==> config.mk <==
export PLATFORM = sky130hd
export DESIGN_NAME = memsave_stream
export DESIGN_NICKNAME = d
export VERILOG_FILES = /design/src/rtl/memsave_stream.sv
export SDC_FILE = /design/constraint.sdc
export NUM_CORES = 1
export LEC_CHECK = 0
export CORE_MARGIN = 10
export CORE_UTILIZATION = 56
export CTS_CLUSTER_DIAMETER = 80
export CTS_CLUSTER_SIZE = 28
export DETAILED_ROUTE_END_ITERATION = 6
export GPL_TIMING_DRIVEN = 0
export PLACE_DENSITY_LB_ADDON = 0.25
export SLEW_MARGIN = 20
export SYNTH_ARGS = -nofsm -noshare
export SYNTH_HDL_FRONTEND = slang
export SYNTH_SLANG_ARGS = --single-unit
==> constraint.sdc <==
create_clock -name clock_sig -period 4.1 [get_ports clock_sig]
set_input_delay 0.615 -clock clock_sig [delete_from_list [all_inputs] [get_ports clock_sig]]
set_output_delay 0.615 -clock clock_sig [all_outputs]
set_load 0.03 [all_outputs]
==> src/rtl/memsave_stream.sv <==
`default_nettype none
// ============================================================================
//  Module      : memsave_stream
//  Description : Streams WORD_COUNT words out of a synchronous-read memory
//                (1-cycle read latency) to a valid/ready flash writer. A
//                2-entry output buffer absorbs the read latency so that
//                back-to-back transfers run at one word per cycle.
//                Optional macro MEMSAVE_CHECKSUM_EN appends one extra word:
//                the modulo-2^32 sum of all streamed data words.
//  Revision    : 1.0 - initial release
// ============================================================================
module memsave_stream #(
  parameter int WORD_COUNT = 1024,
  parameter int ADDR_W     = 10
) (
  input  logic              clock_sig,
  input  logic              reset_sig,
  input  logic              start,
  input  logic              abort,
  output logic              busy,
  output logic              done,
  output logic [ADDR_W-1:0] mem_rdaddress,
  input  logic [31:0]       mem_q,
  output logic [31:0]       out_data,
  output logic              out_valid,
  input  logic              out_ready,
  output logic              out_last
);

  localparam logic [ADDR_W-1:0] LAST_ADDR = ADDR_W'(WORD_COUNT - 1);

  typedef enum logic [1:0] {
    IDLE  = 2'd0,
    RUN   = 2'd1,
    DRAIN = 2'd2
  } state_t;

  state_t            state;
  logic [ADDR_W-1:0] rd_addr;

  // Read issued last cycle; its data arrives on mem_q this cycle.
  logic              in_flight;
  logic              in_flight_last;

  // Two-entry buffer: head drives the stream outputs, tail catches the
  // word that lands while the head is stalled.
  logic              head_valid;
  logic              head_last;
  logic [31:0]       head_data;
  logic              tail_valid;
  logic              tail_last;
  logic [31:0]       tail_data;

  logic              pop;
  logic              push;
  logic              issue;
  logic              issue_last;
  logic [1:0]        occupancy;
  logic [31:0]       push_data;

`ifdef MEMSAVE_CHECKSUM_EN
  logic [31:0]       sum_acc;
  // Every memory read has been issued; the next issue slot carries the sum.
  logic              data_issued;
  logic              in_flight_sum;

  assign issue_last = data_issued;
  assign push_data  = in_flight_sum ? sum_acc : mem_q;
`else
  assign issue_last = (rd_addr == LAST_ADDR);
  assign push_data  = mem_q;
`endif

  assign pop  = head_valid & out_ready;
  assign push = in_flight;

  // Occupancy after this edge's pop; counting the pop keeps full rate when
  // the sink is ready, while never letting more than two words be owed.
  assign occupancy = 2'(head_valid) + 2'(tail_valid) + 2'(in_flight) - 2'(pop);
  assign issue     = (state == RUN) && (occupancy < 2'd2);

  assign mem_rdaddress = rd_addr;
  assign out_data      = head_data;
  assign out_valid     = head_valid;
  assign out_last      = head_valid & head_last;

  // Control FSM, read address generator and output buffer.
  always_ff @(posedge clock_sig or posedge reset_sig) begin
    if (reset_sig) begin
      state          <= IDLE;
      busy           <= 1'b0;
      done           <= 1'b0;
      rd_addr        <= '0;
      in_flight      <= 1'b0;
      in_flight_last <= 1'b0;
      head_valid     <= 1'b0;
      head_last      <= 1'b0;
      head_data      <= '0;
      tail_valid     <= 1'b0;
      tail_last      <= 1'b0;
      tail_data      <= '0;
`ifdef MEMSAVE_CHECKSUM_EN
      sum_acc        <= '0;
      data_issued    <= 1'b0;
      in_flight_sum  <= 1'b0;
`endif
    end else if (abort) begin
      // Abort wins over start and over any transfer; read data in flight
      // is dropped.
      state          <= IDLE;
      busy           <= 1'b0;
      done           <= 1'b0;
      rd_addr        <= '0;
      in_flight      <= 1'b0;
      in_flight_last <= 1'b0;
      head_valid     <= 1'b0;
      head_last      <= 1'b0;
      head_data      <= '0;
      tail_valid     <= 1'b0;
      tail_last      <= 1'b0;
      tail_data      <= '0;
`ifdef MEMSAVE_CHECKSUM_EN
      sum_acc        <= '0;
      data_issued    <= 1'b0;
      in_flight_sum  <= 1'b0;
`endif
    end else begin
      done <= 1'b0;

      case (state)
        IDLE: begin
          if (start) begin
            state   <= RUN;
            busy    <= 1'b1;
            rd_addr <= '0;
`ifdef MEMSAVE_CHECKSUM_EN
            sum_acc     <= '0;
            data_issued <= 1'b0;
`endif
          end
        end
        RUN: begin
          if (issue) begin
            if (issue_last) begin
              state <= DRAIN;
            end
`ifdef MEMSAVE_CHECKSUM_EN
            if (!data_issued) begin
              if (rd_addr == LAST_ADDR) begin
                data_issued <= 1'b1;
              end else begin
                rd_addr <= rd_addr + ADDR_W'(1);
              end
            end
`else
            if (!issue_last) begin
              rd_addr <= rd_addr + ADDR_W'(1);
            end
`endif
          end
        end
        DRAIN: begin
          if (pop && head_last) begin
            state   <= IDLE;
            busy    <= 1'b0;
            done    <= 1'b1;
            rd_addr <= '0;
          end
        end
        default: begin
          state <= IDLE;
        end
      endcase

      in_flight      <= issue;
      in_flight_last <= issue & issue_last;
`ifdef MEMSAVE_CHECKSUM_EN
      in_flight_sum  <= issue & data_issued;
      if (push && !in_flight_sum) begin
        sum_acc <= sum_acc + mem_q;
      end
`endif

      // Head only changes on a pop, so a stalled word stays stable.
      if (push && pop) begin
        if (tail_valid) begin
          head_data <= tail_data;
          head_last <= tail_last;
          tail_data <= push_data;
          tail_last <= in_flight_last;
        end else begin
          head_data <= push_data;
          head_last <= in_flight_last;
        end
      end else if (push) begin
        if (head_valid) begin
          tail_valid <= 1'b1;
          tail_data  <= push_data;
          tail_last  <= in_flight_last;
        end else begin
          head_valid <= 1'b1;
          head_data  <= push_data;
          head_last  <= in_flight_last;
        end
      end else if (pop) begin
        head_valid <= tail_valid;
        head_data  <= tail_data;
        head_last  <= tail_last;
        tail_valid <= 1'b0;
      end
    end
  end

endmodule
`default_nettype wire

==> out/results.tsv, run 1 <==
stage	metric	value	unit
floorplan	initial_core_util	57.5	%
layout	layout-drive-gt1-share	8.38	%
synthesis	netlist_area	4150	µm²
flow_run	cap_violations	0	
timing	slew_violations	0	
critical_path	path_class	in -> reg	
timing	worst_slew_pin_slew	0.586	ns
global_route	met1_usage	24.1	%
cts	numCtsBuffers	9	
global_route	use_met3	4.41	%
route	drt_iter0_markers	149	
timing	slew_headroom	61.0	%
route	ant_nets	0	
floorplan	die_w	106	µm
layout	area_growth	28.6	%
synthesis	ys_warn_count	0	
timing	finalSetupViolations	0	
timing	fin_crit	2.92	ns
cts	clk_pin_slew	0.09	ns
global_route	grt_max_degree	50	
cts	insertion_delay	0.35	ns
run_status	status	finished clean	
synthesis	synthFlopType	dfrtp_1	
place	place_area	5120	µm²
global_route	busiest_layer	met2	
timing	post-route-period-util	71.1	%
floorplan	die_h	106	µm
pwr	power_density	356	nW/µm²
global_route	overflow	0	
cts	hold_buffers	0	
pwr	ir_drop	0.248	mV
global_route	grtUsageMet2	31.4	%
place	io_buffer_count	82	
synthesis	syn_inst	414	
synthesis	synth_edf_count	0	
timing	setup_tns	0	ns
place	dp.cells	596	
synthesis	yosysUniqueCellTypes	48	
timing	fmax	343	MHz
global_route	grt_pass1_vias	3624	
synthesis	yosysSeqAreaShare	50.7	%
worst_hold_path	hold_path.class	reg -> reg	
critical_path	worstPathMaxFanout	10	
synthesis	synth_async_sr_flop_share	100	%
synthesis	synth_seq_cells	84	
pwr	p_leak	2.17	nW
floorplan	io_pins	83	
critical_path	cp.required	4.36	ns
place	place_congestion	0.838	
timing	hold_ws	0.479	ns
global_route	grt_usage	19.2	%
global_route	antenna_found_initial	0	
cts	post_cts_resized	0	
route	vias	3473	
floorplan	coreArea	7210	µm²
timing	finClkSkew	0.0112	ns
cts	tritoncts	done	
cts	clock-sinks	84	
timing	hold_violations	0	
critical_path	cp.arrival	3.18	ns
layout	final_cell_count_no_fill	612	
cts	post_cts_buffers	0	
critical_path	cp-start-kind	primary input	
global_route	grt_pass1_wl	18.0	mm
route	wl	10.4	mm
route	drc_errors	0	
layout	diodes	0	
cts	cts-htree-levels	3	
floorplan	fp-row-count	31	
critical_path	critPathCaptureType	flop	
route	post_drt_wl_per_cell	17.0	µm
floorplan	dieArea	11200	µm²
route	avgViaCountPerCell	5.67	
timing	rsz0062_at_grt	no	
cts	root_buffer	clkbuf_8	
cts	clock_path_buffers	2	
place	dp_hpwl	7.58	mm
synthesis	postSynthAreaPerCell	10.0	µm²
layout	final_cell_area	5330	µm²
route	dr.pass1.iters	4	
synthesis	synth_nets	456	
layout	fin_nets	550	
==> stage by stage <==
step	power [W]	setup WS (ns)	utilization (%)
final	0.00190	1.18	73.9
after global routing	0.00199	1.05	73.9
after CTS	0.00191	1.19	73.9
after detailed placement	0.00131	0.835	71.0
after global placement	0.00129	0.0177	70.6
after floorplan	0.00114	1.32	-
==> sequential cells by signal (all words and copies together), names as in the netlist, 2 cells and up <==
name,count
state,2
tail_data,32
mem_rdaddress,10
out_data,32
==> report_power, final <==
part | internal [W] | switching, W
logic | 0.000154 | 0.000214
clock network | 0.000302 | 0.000308
registers | 0.000886 | 0.0000342
==> area by class of cell <==
cell class                      count  area [µm²]
Timing Repair Buffer               83         848
Clock inverter                      6        71.3
Buffer                             31         145
Multi-Input combinational cell    293        1880
Tap cell                           99         124
Sequential cell                    84        2100
Clock buffer                       10         138
Fill cell                         569        1890
Inverter                            6        25.0
==> layout by cell type (no fill, tap or decap), types with 13 or more instances in the layout <==
master and count:
nand2_1 75, clkbuf_1 13, clkdlybuf4s50_1 82, nand2b_1 35
dfrtp_1 84, o21ai_0 23, o21ai_1 15, o31ai_1 37
mux2i_1 36
==> synthesized netlist by cell type, types with 2 or more instances <==
cell      number  area share, %
dfrtp_1       84             51
nand2_1       75            6.8
o31ai_1       37            6.7
mux2i_1       36            8.7
nand2b_1      35            5.3
o21ai_0       23            2.8
o21ai_1       15            1.8
clkbuf_1      13            1.2
buf_2         11            1.3
nor2_1        11            1.0
inv_1          6           0.54
ha_1           5            1.5
nand4_1        5           0.75
a21oi_1        4           0.48
buf_1          4           0.36
a21boi_1       3           0.54
nand3_1        3           0.36
nand3b_1       3           0.54
or3_1          3           0.45
or4_1          3           0.54
a21oi_2        2           0.42
a22oi_1        2           0.36
and3_1         2           0.30
buf_4          2           0.36
nor3_1         2           0.24
nor3b_1        2           0.36
nor4_2         2           0.60
==> critical path, cell delays in order <==
cell	delay [ns]
clkdlybuf4s50_1	0.47
nand2_1	0.14
inv_1	0.09
ha_1	0.27
inv_1	0.04
ha_1	0.30
a21oi_4	0.19
a21oi_2	0.09
a32o_1	0.25
buf_4	0.19
nor4_2	0.31
mux2i_1	0.23
==> path summary, 6_finish.rpt <==
| kind | slack (ns) | cells past startpoint | end | start |
|---|---|---|---|---|
| setup / recovery | 1.18 | 12 | mem_rdaddress[9] | out_ready |
| hold / removal | 0.48 | 2 | out_data[26] | out_data[26] |
| setup reg to reg | 1.37 | 12 | mem_rdaddress[9] | out_valid |
| hold reg to reg | 0.48 | 2 | out_data[26] | out_data[26] |
| max in group asynchronous | 2.86 | 3 | mem_rdaddress[6] | reset_sig |
| min in group asynchronous | 0.64 | 2 | tail_data[8] | reset_sig |
==> routing by layer <==
layer	wire length, µm	part of all wire [%]
met4	218	2.1
met3	614	5.9
met1	4450	43
met2	5100	49
met5	0	0
==> cells by family after synthesis <==
| group | synth area share [%] |
|---|---|
| AOI/OAI and AO/OA | 15.3 |
| DFF | 50.7 |
| xor gates and xnor gates | 0.211 |
| buffers and inverters | 4.04 |
| adders and majority gates | 1.51 |
| and+or+nand+nor | 19.6 |
| muxes | 8.69 |
No activity file was read; power rests on OpenSTA's default activity.
==> run 2: changes to the inputs <==
- CORE_UTILIZATION: 56 -> 52
- clock period: 4.1 -> 3 ns (I/O delays scaled with it)
==> out/results.tsv, run 2 (synthesis results as in run 1) <==
stage	metric	value	unit
run_status	status	finished clean	
timing	hold_violations	0	
timing	fin_crit	2.74	ns
cts	clock_path_buffers	2	
critical_path	worstPathMaxFanout	10	
place	io_buffer_count	82	
timing	worst_slew_pin_slew	0.543	ns
floorplan	dieArea	11900	µm²
cts	cts-htree-levels	3	
timing	finalSetupViolations	0	
route	dr.pass1.iters	5	
pwr	ir_drop	0.290	mV
timing	slew_headroom	63.8	%
cts	post_cts_buffers	0	
pwr	p_clk_share	35.5	%
timing	finClkSkew	0.00924	ns
floorplan	die_w	109	µm
pwr	p_int	0.00199	W
global_route	grt_usage	17.8	%
pwr	p_switching	0.000736	W
timing	slew_violations	0	
route	wl	10.3	mm
critical_path	critPathCaptureType	flop	
pwr	seqPwrFrac	46.1	%
floorplan	initial_core_util	53.6	%
cts	root_buffer	clkbuf_8	
floorplan	io_pins	83	
cts	tritoncts	done	
layout	fin_nets	550	
place	dp.cells	599	
pwr	power_frac_comb	18.4	%
place	dp_hpwl	7.37	mm
cts	clk_pin_slew	0.09	ns
global_route	antenna_found_initial	0	
critical_path	cp-start-kind	primary input	
pwr	power_density	508	nW/µm²
flow_run	cap_violations	0	
timing	rsz0062_at_grt	no	
worst_hold_path	hold_path.class	in -> async	
layout	area_growth	29.3	%
timing	fmax	365	MHz
cts	numCtsBuffers	9	
layout	final_cell_count_no_fill	614	
pwr	swShare	27.0	%
layout	final_common_cell	dfrtp_1	
critical_path	regToRegSetupSlack	0.30	ns
floorplan	die_h	109	µm
route	avgViaCountPerCell	5.53	
layout	seq_area	2100	µm²
timing	setup_slack	0.258	ns
cts	clock-sinks	84	
layout	mostFrequentLayoutCells	dfrtp_1, clkdlybuf4s50_1, nand2_1, o31ai_1, mux2i_1	
layout	layout-drive-gt1-share	8.20	%
global_route	overflow	0	
route	vias	3395	
place	place_ws	-0.0980	ns
route	drt_iter0_markers	116	
global_route	grt_pass1_wl	17.0	mm
floorplan	coreArea	7730	µm²
cts	insertion_delay	0.36	ns
timing	setup_tns	0	ns
cts	post_cts_resized	0	
route	post_drt_wl_per_cell	16.8	µm
place	place_congestion	0.862	
global_route	grt_max_degree	49	
layout	diodes	0	
floorplan	fp-row-count	32	
critical_path	cp.required	3.28	ns
layout	n_fill_cell	597	
critical_path	path_class	in -> reg	
pwr	p_leak	2.20	nW
cts	hold_buffers	0	
timing	post-route-period-util	91.4	%
route	drc_errors	0	
layout	multi_input_area	1880	µm²
global_route	grt_pass1_vias	3471	
route	ant_nets	0	
critical_path	cp.arrival	3.03	ns
[run 2: changes by cell type in the layout (fill, tap and decap cells not counted), sizes merged]
cell,change
inv,-1
clkinvlp,-2
bufinv,+2
[run 2: per-stage QoR]
stage	util [%]	cell area, µm²	hold WS, ns	total power, W
after floorplan	-	4150	0.449	0.00156
after global placement	65.9	5090	0.460	0.00177
after detailed placement	66.3	5120	0.465	0.00178
after CTS	69.4	5360	0.483	0.00274
after global routing	69.4	5360	0.503	0.00284
final	69.4	5360	0.477	0.00273
[run 2: final timing paths]
path / from / endpoint / cells past startpoint
max: out_ready / mem_rdaddress[9] / 12
min: reset_sig / tail_data[9] / 2
min in group clock_sig: out_data[28] / out_data[28] / 2
max reg2reg: out_valid / mem_rdaddress[9] / 12
min reg2reg: out_data[28] / out_data[28] / 2
max in group asynchronous: reset_sig / tail_data[31] / 3
[run 2: per-layer routing]
metal  share of wire, %  track usage (%)
met1                 43             22.0
met2                 48             29.0
met3                6.5             4.72
met4                1.6             7.06
met5                  0                0
[run 2: area by class of cell]
class                      instances  share of cell area (%)
timing repair buffer              83                    15.8
tap                              102                    2.38
inverter                           6                   0.467
clock inverter                     5                    1.87
multi-input combinational        293                    35.0
buffer                            31                    2.71
sequential                        84                    39.2
clock buffer                      10                    2.57
[run 2: worst max-delay path: stages]
cell and delay [ns]:
clkdlybuf4s50_1 0.47, nand2_1 0.13, inv_1 0.09, ha_1 0.28
inv_1 0.04, ha_1 0.30, a21oi_4 0.19, a21oi_2 0.08
a32o_1 0.25, buf_4 0.19, nor4_2 0.33, mux2i_1 0.22
[run 2: power groups by stage]
stage	Combinational, W	Clock (W)	Sequential [W]
after floorplan	0.000208	0	0.00136
after global placement	0.000491	0	0.00128
after detailed placement	0.000505	0	0.00128
after CTS	0.000508	0.000980	0.00126
after global routing	0.000546	0.00102	0.00127
final	0.000501	0.000967	0.00126
